==> config.mk <==
export PLATFORM = sky130hd
export DESIGN_NAME = dds2note_pitch
export DESIGN_NICKNAME = d
export VERILOG_FILES = /design/src/rtl/dds2note_pitch.sv
export SDC_FILE = /design/constraint.sdc
export NUM_CORES = 1
export LEC_CHECK = 0
export CAP_MARGIN = 20
export CORE_UTILIZATION = 55
export DETAILED_ROUTE_END_ITERATION = 7
export DONT_BUFFER_PORTS = 1
export PLACE_DENSITY = 0.69
export SETUP_SLACK_MARGIN = 0.3
export SLEW_MARGIN = 20
export SYNTH_ARGS = -nofsm -noshare
export SYNTH_HDL_FRONTEND = slang
export SYNTH_SLANG_ARGS = --single-unit
export TNS_END_PERCENT = 50
==> constraint.sdc <==
create_clock -name clk -period 7.1 [get_ports clk]
set_input_delay 1.42 -clock clk [delete_from_list [all_inputs] [get_ports clk]]
set_output_delay 1.42 -clock clk [all_outputs]
set_load 0.01 [all_outputs]
==> src/rtl/dds2note_pitch.sv <==
// dds2note_pitch: converts a 32-bit DDS phase increment back to the nearest
// lower MIDI note and an FRAC_W-bit fraction of a semitone. It reads the
// note2dds table one entry at a time: a range check, a binary search, an
// endpoint fetch, then a restoring divide for the fraction.
//
// Ports:
//   clk       system clock, rising edge
//   rst_n     synchronous reset, active low
//   start     conversion request, sampled only while busy=0
//   adder_in  phase increment, captured on the edge that accepts start
//   busy      conversion in progress
//   done      one-cycle pulse when the results update
//   note_out  integer note n, with T[n] <= adder < T[n+1]
//   frac_out  floor(2^FRAC_W * (adder - T[n]) / (T[n+1] - T[n]))
//   below     adder_in < T[0]
//   above     adder_in >= T[NOTE_MAX]

// note2dds: registered note-to-phase-increment table.
// The 12 entries of one octave are scaled by 2^octave. Entry 0 is 2^21, so
// note 127 still fits in 32 bits. Notes above 127 saturate to all ones.
//   clk   clock
//   note  9-bit note index
//   dds   phase increment, registered (valid one edge after note)
module note2dds (
    input  logic        clk,
    input  logic [8:0]  note,
    output logic [31:0] dds
);
    logic [6:0]  oct;
    logic [3:0]  semi;
    logic [31:0] base;

    always_comb begin
        oct  = note[6:0] / 7'd12;
        semi = 4'(note[6:0] % 7'd12);
        case (semi)
            4'd0:    base = 32'd2097152;
            4'd1:    base = 32'd2221855;
            4'd2:    base = 32'd2353973;
            4'd3:    base = 32'd2493949;
            4'd4:    base = 32'd2642246;
            4'd5:    base = 32'd2799362;
            4'd6:    base = 32'd2965822;
            4'd7:    base = 32'd3142178;
            4'd8:    base = 32'd3329021;
            4'd9:    base = 32'd3526980;
            4'd10:   base = 32'd3736703;
            4'd11:   base = 32'd3958898;
            default: base = 32'd2097152;
        endcase
    end

    always_ff @(posedge clk) begin
        if (note[8:7] != 2'b00) dds <= '1;
        else                    dds <= base << oct;
    end
endmodule

module dds2note_pitch #(
    parameter int NOTE_MAX = 127,
    parameter int FRAC_W   = 8
) (
    input  logic                           clk,
    input  logic                           rst_n,
    input  logic                           start,
    input  logic [31:0]                    adder_in,
    output logic                           busy,
    output logic                           done,
    output logic [$clog2(NOTE_MAX+1)-1:0]  note_out,
    output logic [FRAC_W-1:0]              frac_out,
    output logic                           below,
    output logic                           above
);
    localparam int IDX_W = $clog2(NOTE_MAX + 1);
    localparam int ITERS = $clog2(NOTE_MAX);   // search span is 0..NOTE_MAX-1
    localparam int IT_W  = $clog2(ITERS);
    localparam int CNT_W = $clog2(FRAC_W);

    localparam logic [3:0] S_IDLE = 4'd0,
                           S_SET0 = 4'd1,
                           S_CMP0 = 4'd2,
                           S_SETH = 4'd3,
                           S_CMPH = 4'd4,
                           S_SETM = 4'd5,
                           S_CMPM = 4'd6,
                           S_SETL = 4'd7,
                           S_CMPL = 4'd8,
                           S_SETU = 4'd9,
                           S_CMPU = 4'd10,
                           S_DIV  = 4'd11,
                           S_FIN  = 4'd12;

    logic [3:0]        state;
    logic [IDX_W-1:0]  idx;
    logic [31:0]       q;
    logic [31:0]       tgt;
    logic [IDX_W-1:0]  lo, hi, lo_n, hi_n, nxt_mid;
    logic [IDX_W:0]    sum;
    logic [IT_W-1:0]   it;
    logic [31:0]       lower, den, rem;
    logic [32:0]       r2;
    logic              ge;
    logic [FRAC_W-1:0] quot;
    logic [CNT_W-1:0]  cnt;
    logic              r_below, r_above;

    note2dds u_tbl (
        .clk  (clk),
        .note (9'(idx)),
        .dds  (q)
    );

    assign busy = (state != S_IDLE);

    // Search step: idx holds mid while in CMPM; the next mid is formed from
    // the updated bounds so it can be registered on the same edge.
    always_comb begin
        lo_n = lo;
        hi_n = hi;
        if (q <= tgt) lo_n = idx;
        else          hi_n = idx - IDX_W'(1);
        sum     = {1'b0, lo_n} + {1'b0, hi_n} + (IDX_W+1)'(1);
        nxt_mid = sum[IDX_W:1];
    end

    // Restoring divide step. rem < den always holds, so the shifted
    // remainder needs only one extra bit.
    always_comb begin
        r2 = {rem, 1'b0};
        ge = (r2 >= {1'b0, den});
    end

    always_ff @(posedge clk) begin
        if (!rst_n) begin
            state    <= S_IDLE;
            idx      <= '0;
            tgt      <= '0;
            lo       <= '0;
            hi       <= '0;
            it       <= '0;
            lower    <= '0;
            den      <= '0;
            rem      <= '0;
            quot     <= '0;
            cnt      <= '0;
            r_below  <= 1'b0;
            r_above  <= 1'b0;
            done     <= 1'b0;
            note_out <= '0;
            frac_out <= '0;
            below    <= 1'b0;
            above    <= 1'b0;
        end else begin
            done <= 1'b0;
            case (state)
                S_IDLE: if (start) begin
                    tgt     <= adder_in;
                    idx     <= '0;
                    lo      <= '0;
                    hi      <= IDX_W'(NOTE_MAX - 1);
                    it      <= '0;
                    r_below <= 1'b0;
                    r_above <= 1'b0;
                    state   <= S_SET0;
                end
                S_SET0: state <= S_CMP0;
                S_CMP0: begin
                    if (tgt < q) begin
                        r_below <= 1'b1;
                        state   <= S_FIN;
                    end else begin
                        idx   <= IDX_W'(NOTE_MAX);
                        state <= S_SETH;
                    end
                end
                S_SETH: state <= S_CMPH;
                S_CMPH: begin
                    if (tgt >= q) begin
                        r_above <= 1'b1;
                        state   <= S_FIN;
                    end else begin
                        idx   <= IDX_W'(NOTE_MAX / 2);  // (0 + NOTE_MAX-1 + 1) >> 1
                        state <= S_SETM;
                    end
                end
                S_SETM: state <= S_CMPM;
                S_CMPM: begin
                    lo <= lo_n;
                    hi <= hi_n;
                    if (it == IT_W'(ITERS - 1)) begin
                        idx   <= lo_n;
                        state <= S_SETL;
                    end else begin
                        it    <= it + IT_W'(1);
                        idx   <= nxt_mid;
                        state <= S_SETM;
                    end
                end
                S_SETL: state <= S_CMPL;
                S_CMPL: begin
                    lower <= q;
                    idx   <= lo + IDX_W'(1);
                    state <= S_SETU;
                end
                S_SETU: state <= S_CMPU;
                S_CMPU: begin
                    den   <= q - lower;
                    rem   <= tgt - lower;
                    quot  <= '0;
                    cnt   <= '0;
                    state <= S_DIV;
                end
                S_DIV: begin
                    rem  <= ge ? 32'(r2 - {1'b0, den}) : r2[31:0];
                    quot <= {quot[FRAC_W-2:0], ge};
                    cnt  <= cnt + CNT_W'(1);
                    if (cnt == CNT_W'(FRAC_W - 1)) state <= S_FIN;
                end
                S_FIN: begin
                    done     <= 1'b1;
                    below    <= r_below;
                    above    <= r_above;
                    note_out <= r_above ? IDX_W'(NOTE_MAX) : lo;
                    // A flat table segment (den=0) yields all-ones quotient
                    // bits; report a zero fraction instead.
                    frac_out <= (r_below || r_above || den == 32'd0) ? '0 : quot;
                    state    <= S_IDLE;
                end
                default: state <= S_IDLE;
            endcase
        end
    end
endmodule

==> flow_summary_export.csv <==
group,metric,value,unit
sta,maxSlewViolCount,0,
setup_path,critPathMostFrequentCell,"o211ai_1",
layout,mostFrequentLayoutCells,"315 x nand2_1, 253 x a21oi_1, 218 x dfxtp_1",
synthesis,yosysUniqueCellTypes,84,
synthesis,synthDominantAreaCellType,"dfxtp_1",
layout,multiInputGateArea,10710,um^2
setup_path,r2r_start,"u_tbl.dds[22]$_DFF_P_",
clock_tree,worst_skew_pair.late_latency,520,ps
sta,fmax,0.2243,GHz
min_path,hold_path.class,"register to register",
synthesis,ys_async_sr_fraction,0,
sta,final.setup_skew,14.52,ps
synthesis,synthesis.area_per_instance,7.378,um^2
global_route,globalRouteTotalUtil,0.3070,
detailed_routing,route.top_layer_used,"met5",
setup_path,worstPathCellList,"inv_1 -> ha_1 -> a2111oi_0 -> o21ai_0 -> o211ai_1 -> o211ai_1 -> o21a_1 -> o2bb2ai_1 -> and2_1 -> and3_2 -> nand2_1 -> a21oi_1",
synthesis,synth_enable_flop_cells,0,
detailed_routing,met3RoutedLength,3603,um
min_path,hold_path_startpoint,"lower[12]$_SDFFE_PN0P_",
detailed_routing,drc,0,
setup_path,cp_max_delay_cell,"and3_2",
setup_path,critPathRequiredTime,7530,ps
global_route,grt_pass1_vias,14020,
setup_path,worst_setup_path_start_kind,"register",
layout,final_layout_size_suffix_gt1_frac,0.04333,
synthesis,synthFlopType,"dfxtp_1",
layout,n_fill_cell,2739,
floorplan,floorplan.die_area,29880,um^2
clock_tree,cts-hold-fix-buffers,0,
synthesis,seq_area_frac_synth,0.2731,
setup_path,worstPathArrival,4890,ps
clock_tree,path_clk_slew,60,ps
detailed_routing,drt-initial-drc-count,1505,
floorplan,core_area,28700,um^2
detailed_routing,vias,15460,
detailed_routing,detail_route.wirelength.met1,22360,um
clock_tree,clk_root_buffer_cell,"clkbuf_16",
sta,relative_slew_slack,0.3553,
clock_tree,postCtsSetupRepairBufs,0,
setup_path,critical_path.startpoint,"u_tbl.dds[22]$_DFF_P_",
detailed_routing,ant_nets,0,
floorplan,io_pins,54,
setup_path,worst_path_bufs_invs,1,
synthesis,post-synth-top-area-fraction,0.2731,
synthesis,yosys_warnings,0,
global_route,grt_max_degree,85,
sta,timing_worst_slew_pin_value,967.1,ps
floorplan,floorplan.die.height,172.9,um
run_status,status,"finished clean",
detailed_routing,routedWlPerCell,18.73,um
setup_path,worst-setup-path-type,"register to register",
synthesis,synth.cell_area,16050,um^2
sta,timing.final.hold_violations,0,
setup_path,cp_slowest_stage_delay,810,ps
clock_tree,cts.htree.levels,1,
layout,mostFrequentLayoutCell,"nand2_1",
placed_design,port-buffer-count,0,
setup_path,cp_max_fo,39,
detailed_routing,routed_vias_inst,6.161,
clock_tree,number_of_buffers_on_the_longest_clock_path,3,
layout,finalNetCount,2287,
sta,min_period,4458,ps
clock_tree,clock-sinks,219,
synthesis,postSynthCellCount,2176,
global_route,gr-total-overflow,0,
floorplan,placementRows,62,
sta,setup_viol,0,
detailed_routing,totalWireLength,46990,um
placed_design,dp_hpwl,35120,um
global_route,number_of_antenna_violations_at_the_first_check_in_global_routing,2,
placed_design,gp_congestion,0.9510,
synthesis,syn_nets,2357,
synthesis,synth_seq_cells,219,
setup_path,cpLargestDelayFamily,"compound AO/OA/AOI/OAI gates",
detailed_routing,drt-pass1-iter-count,5,
detailed_routing,route.met2.wl,19740,um
global_route,global_route_wire_length_before_repair,75180,um
floorplan,width_of_the_die,172.9,um
flow_run,cap_violations,0,
sta,setup_repair_after_global_routing_missed_its_margin,"no",
sta,period_share,0.6279,
setup_path,crit_path_end_kind,"register",
floorplan,initial_utilization,0.5593,
clock_tree,cts_buffers,25,
clock_tree,tritoncts,"built",
layout,area.sequential,4385,um^2
sta,tns,0,ps
clock_tree,post_cts_resized,0,
synthesis,synth.area.top_cells,"dfxtp_1 27%, ha_1 11%, a21oi_1 7.9%",
layout,area.growth.synth_to_final,6.227,%
==> flip-flops by register name, indices dropped and copies added (netlist names), 3 cells and up <==
| name | count |
|---|---|
| u_tbl.dds | 32 |
| state | 4 |
| cnt | 3 |
| frac_out | 8 |
| it | 3 |
| idx | 7 |
| rem | 32 |
| lower | 32 |
| note_out | 7 |
| tgt | 32 |
| den | 32 |
| quot | 8 |
| lo | 7 |
| hi | 7 |
==> per-stage QoR <==
stage	hold slack, ps	util	worst slack (ps)	area (um^2)	instances
after floorplan	431.6	-	3094	16050	2176
final	453.7	0.5942	2642	17050	2509
after CTS	455.0	0.5931	2472	17020	2505
after global routing	467.5	0.5940	2368	17050	2507
after detailed placement	446.7	0.5648	2487	16210	2461
after global placement	441.5	0.5648	2672	16210	2461
==> metal layers <==
layer,up-vias,track usage
met3,70,0.05233
met4,2,0.08665
li1,7682,-
met5,-,0
met1,7179,0.4474
met2,524,0.4627
==> synthesized netlist by cell type, types with 21 or more instances <==
cell and instances:
a211oi_1 32, a21o_1 40, a21oi_1 253, a31oi_1 25
buf_2 21, clkbuf_1 90, dfxtp_1 219, ha_1 142
inv_1 131, nand2_1 315, nand3_1 55, nand4_1 22
nor2_1 183, nor3_1 46, o211ai_1 36, o21a_1 26
o21ai_0 130, xnor2_1 62, xor2_1 26
==> path summary, 6_finish.rpt <==
path	slack, ps	cells after the start	to
worst max-delay path	2640	12	tgt[5]$_SDFFE_PN0P_
worst min-delay path	450	2	lower[12]$_SDFFE_PN0P_
worst max register to register	2640	12	tgt[5]$_SDFFE_PN0P_
worst min register to register	450	2	lower[12]$_SDFFE_PN0P_
==> area by class of cell <==
type | instances | area share
Antenna cell | 2 | 0.0002935
Clock buffer | 33 | 0.04079
Clock inverter | 11 | 0.006823
Inverter | 133 | 0.02942
Multi-Input combinational cell | 1707 | 0.6280
Sequential cell | 219 | 0.2572
Tap cell | 384 | 0.02817
Timing Repair Buffer | 20 | 0.009391
==> logic make-up (layout without fill, tap and decap cells) <==
| logic type | after synthesis | count (layout) | share of synthesized area |
|---|---|---|---|
| AO/OA/AOI/OAI | 700 | 700 | 0.2772 |
| XOR/XNOR | 88 | 88 | 0.04801 |
| adder cells (fa/ha/maj) | 146 | 146 | 0.1157 |
| buffers and inverters | 250 | 197 | 0.06079 |
| flip-flops | 219 | 219 | 0.2731 |
| multiplexers | 24 | 24 | 0.01551 |
| other | 0 | 2 | 0 |
| AND/OR/NAND/NOR | 749 | 749 | 0.2097 |
==> worst min-delay path, delay by kind of cell (launching register included) <==
kind	cells	cell delay (ps)
compound gates	1	50
simple gates	1	50
flops	1	310
Power is left out: the tool's default activity adds up to more than one toggle a clock period on the data nets, which glitch-free logic cannot reach.
